## src/rtl/hdmi_overlay_compositor.sv

```systemverilog
// hdmi_overlay_compositor: video timing generator with single-window overlay mux (in: pixelClock, reset_n, mode, ovlX/Y/W/H, bgColour, keyColour, ovlData/ovlValid; out: ovlReady, frameStart, underflow, DE, HSYNC, VSYNC, data)
module hdmi_overlay_compositor #(
  parameter int width = 1920,
  parameter int height = 1080,
  parameter int hFront = 88,
  parameter int hSync = 44,
  parameter int hBack = 148,
  parameter int vFront = 4,
  parameter int vSync = 5,
  parameter int vBack = 36,
  parameter bit hPolarity = 1'b1,
  parameter bit vPolarity = 1'b1,
  parameter int countWidth = 12
) (
  input  logic pixelClock,
  input  logic reset_n,
  input  logic [1:0] mode,
  input  logic [countWidth-1:0] ovlX,
  input  logic [countWidth-1:0] ovlY,
  input  logic [countWidth-1:0] ovlW,
  input  logic [countWidth-1:0] ovlH,
  input  logic [23:0] bgColour,
  input  logic [23:0] keyColour,
  input  logic [23:0] ovlData,
  input  logic ovlValid,
  output logic ovlReady,
  output logic frameStart,
  output logic underflow,
  output logic DE,
  output logic HSYNC,
  output logic VSYNC,
  output logic [23:0] data
);
  localparam int hTotal = width + hFront + hSync + hBack;
  localparam int vTotal = height + vFront + vSync + vBack;
  logic [countWidth-1:0] hCount, vCount, ovlXs, ovlYs, ovlWs, ovlHs;
  logic [1:0] modeS;
  logic [23:0] bgS, keyS, blend, pix;
  logic hEnd, vEnd, origin, active, hsOn, vsOn, inWin, take, starve;
  for (genvar c = 0; c < 3; c++)
    assign blend[c*8 +: 8] = 8'((9'(ovlData[c*8 +: 8]) + 9'(bgS[c*8 +: 8])) >> 1);
  always_comb begin
    hEnd = hCount == countWidth'(hTotal - 1);
    vEnd = vCount == countWidth'(vTotal - 1);
    origin = hCount == '0 && vCount == '0;
    active = hCount < countWidth'(width) && vCount < countWidth'(height);
    hsOn = hCount >= countWidth'(width + hFront) && hCount < countWidth'(width + hFront + hSync);
    vsOn = vCount >= countWidth'(height + vFront) && vCount < countWidth'(height + vFront + vSync);
    // one extra bit so ovlX+ovlW cannot wrap; ovlW or ovlH of 0 yields an empty range
    inWin = active
      && {1'b0, hCount} >= {1'b0, ovlXs} && {1'b0, hCount} < {1'b0, ovlXs} + {1'b0, ovlWs}
      && {1'b0, vCount} >= {1'b0, ovlYs} && {1'b0, vCount} < {1'b0, ovlYs} + {1'b0, ovlHs};
    ovlReady = reset_n && inWin && modeS != 2'd3;
    take = ovlReady && ovlValid;
    starve = ovlReady && !ovlValid;
    pix = !active ? '0
        : !take ? bgS
        : modeS == 2'd0 ? ovlData
        : modeS == 2'd1 ? (ovlData == keyS ? bgS : ovlData)
        : blend;
  end
  always_ff @(posedge pixelClock) begin
    if (!reset_n || (hEnd && vEnd)) begin
      modeS <= mode;
      ovlXs <= ovlX;
      ovlYs <= ovlY;
      ovlWs <= ovlW;
      ovlHs <= ovlH;
      bgS <= bgColour;
      keyS <= keyColour;
    end
    if (!reset_n) begin
      hCount <= '0;
      vCount <= '0;
      DE <= 1'b0;
      HSYNC <= !hPolarity;
      VSYNC <= !vPolarity;
      data <= '0;
      frameStart <= 1'b0;
      underflow <= 1'b0;
    end else begin
      hCount <= hEnd ? '0 : hCount + countWidth'(1);
      if (hEnd) vCount <= vEnd ? '0 : vCount + countWidth'(1);
      DE <= active;
      HSYNC <= hsOn ^ !hPolarity;
      VSYNC <= vsOn ^ !vPolarity;
      data <= pix;
      frameStart <= origin;
      // cleared on the frameStart output cycle; fresh starvation at (0,0) still sets it
      underflow <= starve || (underflow && !origin);
    end
  end
endmodule

```

## config.mk

```make
export PLATFORM = sky130hd
export DESIGN_NAME = hdmi_overlay_compositor
export DESIGN_NICKNAME = d
export VERILOG_FILES = /design/src/rtl/hdmi_overlay_compositor.sv
export SDC_FILE = /design/constraint.sdc
export NUM_CORES = 1
export LEC_CHECK = 0
export ABC_AREA = 1
export BUFFER_PORTS_ARGS = -buffer_cell sky130_fd_sc_hd__buf_2
export CAP_MARGIN = 5
export CELL_PAD_IN_SITES_DETAIL_PLACEMENT = 1
export CELL_PAD_IN_SITES_GLOBAL_PLACEMENT = 1
export CORE_ASPECT_RATIO = 1.2
export CORE_MARGIN = 1
export CORE_UTILIZATION = 46
export CTS_BUF_LIST = sky130_fd_sc_hd__clkbuf_8 sky130_fd_sc_hd__clkbuf_16
export DETAILED_ROUTE_END_ITERATION = 6
export PLACE_DENSITY = 0.95
export SLEW_MARGIN = 20
export SYNTH_ARGS = -nofsm -noshare
export SYNTH_HDL_FRONTEND = slang
export SYNTH_SLANG_ARGS = --single-unit
```

## constraint.sdc

```tcl
create_clock -name pixelClock -period 7.36 [get_ports pixelClock]
set_input_delay 0.368 -clock pixelClock [delete_from_list [all_inputs] [get_ports pixelClock]]
set_output_delay 0.368 -clock pixelClock [all_outputs]
set_load 0.005 [all_outputs]
```

; ---- After elaboration in Yosys (flattened, before gate mapping)
; Cells that the tools add are included.
[totals]
register_bits = 151
input_bits = 125
word_cells = 67
[classes]
n_addsub = 7
magnitude_cmp = 10
n_eq_ne = 5
n_mux = 5
n_bitwise = 1
n_reduce_logical = 24
[ops]
columns = op, count
row1 = 24-bit 2-to-1 mux, 4
row2 = "12-bit by 11-bit < comparator with 1-bit output, second input constant", 3
row3 = 8-bit by 8-bit adder with 9-bit output, 3
row4 = 12-bit by 12-bit adder with 13-bit output, 2
row5 = 12-bit by 13-bit < comparator with 1-bit output, 2
row6 = "12-bit by 1-bit adder with 12-bit output, second input constant", 2
row7 = 24-bit equality test, 1
row8 = "12-bit by 11-bit >= comparator with 1-bit output, second input constant", 2
row9 = 12-bit >= comparator, 2
row10 = 12-bit zero test, 2
row11 = 1-bit logical AND, 14
row12 = "12-bit by 11-bit equality test with 1-bit output, second input constant", 1
row13 = "12-bit equality test, second input constant", 1
row14 = "12-bit < comparator, second input constant", 1
row15 = 12-bit 2-to-1 mux, 1
row16 = 1-bit zero test, 3
row17 = "2-bit by 1-bit equality test with 1-bit output, second input constant", 1
row18 = 2-bit zero test, 1
row19 = 1-bit logical OR, 2
row20 = "2-bit != test, second input constant", 1
row21 = 2-bit AND reduction, 1
row22 = 2-bit OR reduction, 1
row23 = 1-bit inverter, 1

; ---- Longest topological paths before layout
[depth]
word_depth = 10
mapped_depth = 24

; ---- Least setup slack after synthesis
; Ideal clock, no wire load.
[synth_path]
path_type = reg-to-reg
startpoint = register hCount[1]
endpoint = register bgS[0], enable pin
setup_ns = 0.456
arrival_ns = 3.135
t_required_ns = 6.904
setup_slack_ns = 3.770
path_stages_with_launch = 8
path_buffers = 0
synth_period_minus_slack_ns = 3.590
path_cell_list = dfxtp_1 > ha_1 > inv_1 > nor3_1 > nand4_1 > nand2_1 > o21ai_0 > inv_1
[synth_between]
elab_chain_cells = 3
[synth_rtl]
columns = element, line_no
row1 = start: declaration, 36  ; logic [countWidth-1:0] hCount, vCount, ovlXs, ovlYs, ovlWs, ovlHs;
row2 = start signal: assignment, 82  ; hCount <= hEnd ? '0 : hCount + countWidth'(1);
row3 = 12-bit equality test, 43  ; hEnd = hCount == countWidth'(hTotal - 1);
row4 = 1-bit logical AND, 63  ; if (!reset_n || (hEnd && vEnd)) begin
row5 = 1-bit logical OR, 63
row6 = end signal: assignment, 69  ; bgS <= bgColour;
row7 = end: declaration, 38  ; logic [23:0] bgS, keyS, blend, pix;
; Every way passes these cells.
; A chain may end at the register's enable or synchronous reset.

; ---- Final worst setup path
[layout_path]
startpoint = register ovlXs[4]
endpoint = output ovlReady
[layout_between]
elab_chain_cells = 7
[layout_rtl]
columns = element, line_no
row1 = start: declaration, 36
row2 = start signal: assignment, 65  ; ovlXs <= ovlX;
row3 = 12-bit by 12-bit adder with 13-bit output or 12-bit >= comparator (tied branches), 51  ; && {1'b0, hCount} >= {1'b0, ovlXs} && {1'b0, hCount} < {1'b0, ovlXs} + {1'b0, ovlWs}
row4 = 12-bit by 13-bit < comparator with 1-bit output or 1-bit logical AND (tied branches), 51
row5 = 1-bit logical AND (*), 51
row6 = 1-bit logical AND (*) (2 in a row), 52  ; && {1'b0, vCount} >= {1'b0, ovlYs} && {1'b0, vCount} < {1'b0, ovlYs} + {1'b0, ovlHs};
row7 = 1-bit logical AND (*) (2 in a row), 53  ; ovlReady = reset_n && inWin && modeS != 2'd3;
row8 = end: declaration, 26  ; output logic ovlReady,
; Mark *: on every way between the ends. The rest lies on a longest branch, timed or not.

==> results.toml <==
[yosys]
async_flop_share_pct = 0
syn_area_sq_um = 9930
synth_edf_count = 98
syn_nets = 1514
synth_ff_type = "edfxtp_1"
yosysUniqueCellTypes = 45
seq_area_frac_synth_pct = 40.3
syn_inst = 1289
yosys.area.top_type = "edfxtp_1"
synth_area_leaders = "edfxtp_1 (30%), nand2_1 (14%), ha_1 (12%), dfxtp_1 (11%), inv_1 (7.0%)"
synth_top_area_share_pct = 29.6
avgSynthCellArea_sq_um = 7.70
ys_seq_elements = 151
ys.warnings.count = 0

[timing]
report.final.hold_viol_count = 0
fin_crit_sh_pct = 53.8
setup_slack_ns = 3.40
hold_slack_ns = 0.0907
fmax_mhz = 253
final_max_slew_viol_count = 0
final-setup-viol-count = 0
clock_skew_ns = 0.0161
worst_slew_pin_slew_ns = 1.13
rsz0062_at_grt = "no"
max_slew_margin_pct = 24.6
timing.setup.tns_ns = 0
final.min_clock_period_ns = 3.96

[setup_path]
cpMaxStageDelayCell = "edfxtp_1"
crit_fanout = 3
worst_ep_arrival_time_ns = 3.59
reg2regPathDepth = 21
end_kind = "output port"
reg2reg_from = "ovlXs[4]"
critPathMaxStageDelay_ns = 0.47
worst_r2r_endpoint = "data[3]"
crit_top_cell = "nand2_1"
required_ns = 6.99
path_cells = "ha_1 > a21oi_1 > o21ai_0 > a21oi_1 > o21ai_0 > nand2_1 > nand2_1 > a21oi_1 > xor2_1 > ha_1 > nand2_1 > nand2_1 > nand4_1 > nand2_1 > nor2_2 > nand3_2 > nor2_4 > buf_2"
r2r_slack_ns = 3.62
startpoint_type = "flop"
critPathKind = "reg2out"

[run]
drv_cap = 0

[route]
ant_nets = 0
wl_per_cell_um = 17.9
drtPass1Iterations = 5
drc = 0
vias = 9503
viasPerCell = 5.49
drt-total-wl_um = 31000
drtIter0Drc = 385

[global_route]
grt_max_degree = 62
grt_pass1_vias = 10300
overflow = 0
track_usage_pct = 28.8
grt_pass1_wl_um = 49400
antenna_found_initial = 3

[layout]
layout_common_cells = "nand2_1 (381), inv_1 (184), buf_2 (154)"
layout.nets = 1670
final_cells = 1731
drive_gt1_share_pct = 13.8
final_common_cell = "nand2_1"
area_growth_pct = 16.2

[clock_tree]
postCtsSetupRepairBufs = 0
clk_latency_ns = 0.45
root_buffer = "clkbuf_16"
clkSlewWorstSetupHoldPaths_ns = 0.07
cts_tree = "yes"
cts-resized-gates = 0
htreeDepth = 4
cts_buffer_depth = 2
clkSinkCount = 151
cts_buffers = 17
holdBufCountCts = 0

[floorplanning]
placementRows = 58
fp.coreArea_sq_um = 21000
start_util_pct = 47.2
die_h_um = 163
die_w_um = 136
pin_count = 155
die_area_sq_um = 22200

[placed_design]
dp_slack_ns = 3.80
place.gp.congestion = 0.861
port_buffers = 154
placed_cells = 1696
dp_hpwl_um = 22100

[pwr]
p_sw_w = 0.000616
p_clk_share_pct = 40.7
irDropWorstVdd_v = 0.000165
p_seq_share_pct = 43.9
powerDensity_nw_per_um2 = 189
p_int_w = 0.00156
power.leakage_nw = 5.79
power.share.combinational_pct = 15.4
power_switching_share_pct = 28.2

[worst_hold_path]
hp-class = "in2reg"
hold_path_end = "ovlXs[0]"
whs_path_depth = 1
hold_start = "ovlX[0]"

[run_status]
outcome = "finished clean"
per-layer routing:
layer  up-vias  wire (um)  global-route usage [%]
li1       4531          -                       -
met1      4585      11800                    30.8
met2       281      16100                    52.8
met3       106       1610                    5.51
met4         0       1440                    15.5
met5         -          0                       0
flip-flops by register name, indices dropped and copies added (netlist names):
register / flops
underflow: 1
DE: 1
frameStart: 1
ovlYs: 12
hCount: 12
bgS: 24
ovlXs: 12
vCount: 12
data: 24
VSYNC: 1
ovlWs: 12
HSYNC: 1
modeS: 2
keyS: 24
ovlHs: 12
per-stage QoR:
| stage | utilization, % | power, W | cell area [sq um] |
|---|---|---|---|
| 6_report | 54.8 | 0.00218 | 11500 |
| 5_1_grt | 54.8 | 0.00226 | 11500 |
| 4_1_cts | 54.8 | 0.00218 | 11500 |
| 3_5_place_dp | 52.0 | 0.00130 | 10900 |
| 3_3_place_gp | 52.0 | 0.00128 | 10900 |
| 2_1_floorplan | - | 0.00118 | 9930 |
synth_stat cells, types with 2 or more instances:
library cell / count
nand3b_1: 3
a21oi_1: 83
nor3_2: 2
fa_1: 5
and2_1: 6
or2_2: 2
o21a_1: 6
xor2_1: 25
dfxtp_1: 53
a22oi_1: 2
inv_1: 185
buf_2: 7
clkbuf_1: 8
ha_1: 95
buf_6: 3
clkinv_1: 3
nor4_1: 4
o211ai_1: 5
o21ai_0: 38
o31ai_1: 3
and3_1: 2
nand4_1: 15
xnor2_1: 9
o21ai_1: 3
o22ai_1: 4
nor2_2: 4
a21o_1: 8
nand3_1: 59
a31oi_1: 6
nor2_1: 129
nor3_1: 20
nand3_2: 2
edfxtp_1: 98
nand2_1: 381
critical path: cells and delay by family, from the launching register on:
kind	cells	cell delay, ns
adder cells (fa/ha/maj)	2	0.66
AO/OA/AOI/OAI	5	0.82
flip-flops	1	0.47
buffers and inverters	1	0.17
AND/OR/NAND/NOR	9	0.81
XOR/XNOR	1	0.21
area by class of cell:
class / count / area [sq um]
multi-input cells: 932 / 5120
diodes: 4 / 10.0
inverters: 188 / 708
repair buffers: 155 / 778
clock inverters: 14 / 150
well taps: 270 / 338
clock buffers: 17 / 425
fillers: 2709 / 9510
flip-flops and latches: 151 / 4000
worst max-delay path by stage:
| stage | from | end | slack [ns] | cells past startpoint |
|---|---|---|---|---|
| after floorplan | hCount[1] | bgS[0] | 3.77 | 7 |
| after global placement | ovlXs[2] | data[16] | 3.90 | 20 |
| after detailed placement | ovlXs[0] | data[20] | 3.80 | 22 |
| after CTS | ovlXs[2] | ovlReady | 3.38 | 18 |
| after global routing | ovlXs[4] | ovlReady | 3.18 | 18 |
| final | ovlXs[4] | ovlReady | 3.40 | 18 |
kinds of logic after synthesis:
group	Yosys count	share of synthesized area [%]
compound gates	164	9.19
buf+inv	206	8.10
flops	151	40.3
xor+xnor	34	3.00
simple gates	634	26.4
fa+ha+maj	100	13.0
power by group through the flow:
stage | registers, W | logic (W) | clock network [W]
final | 0.000958 | 0.000336 | 0.000886
after floorplan | 0.000971 | 0.000208 | 0
after global placement | 0.000975 | 0.000303 | 0
after CTS | 0.000958 | 0.000335 | 0.000892
after detailed placement | 0.000976 | 0.000323 | 0
after global routing | 0.000961 | 0.000378 | 0.000918
(Power assumes the default switching activity.)
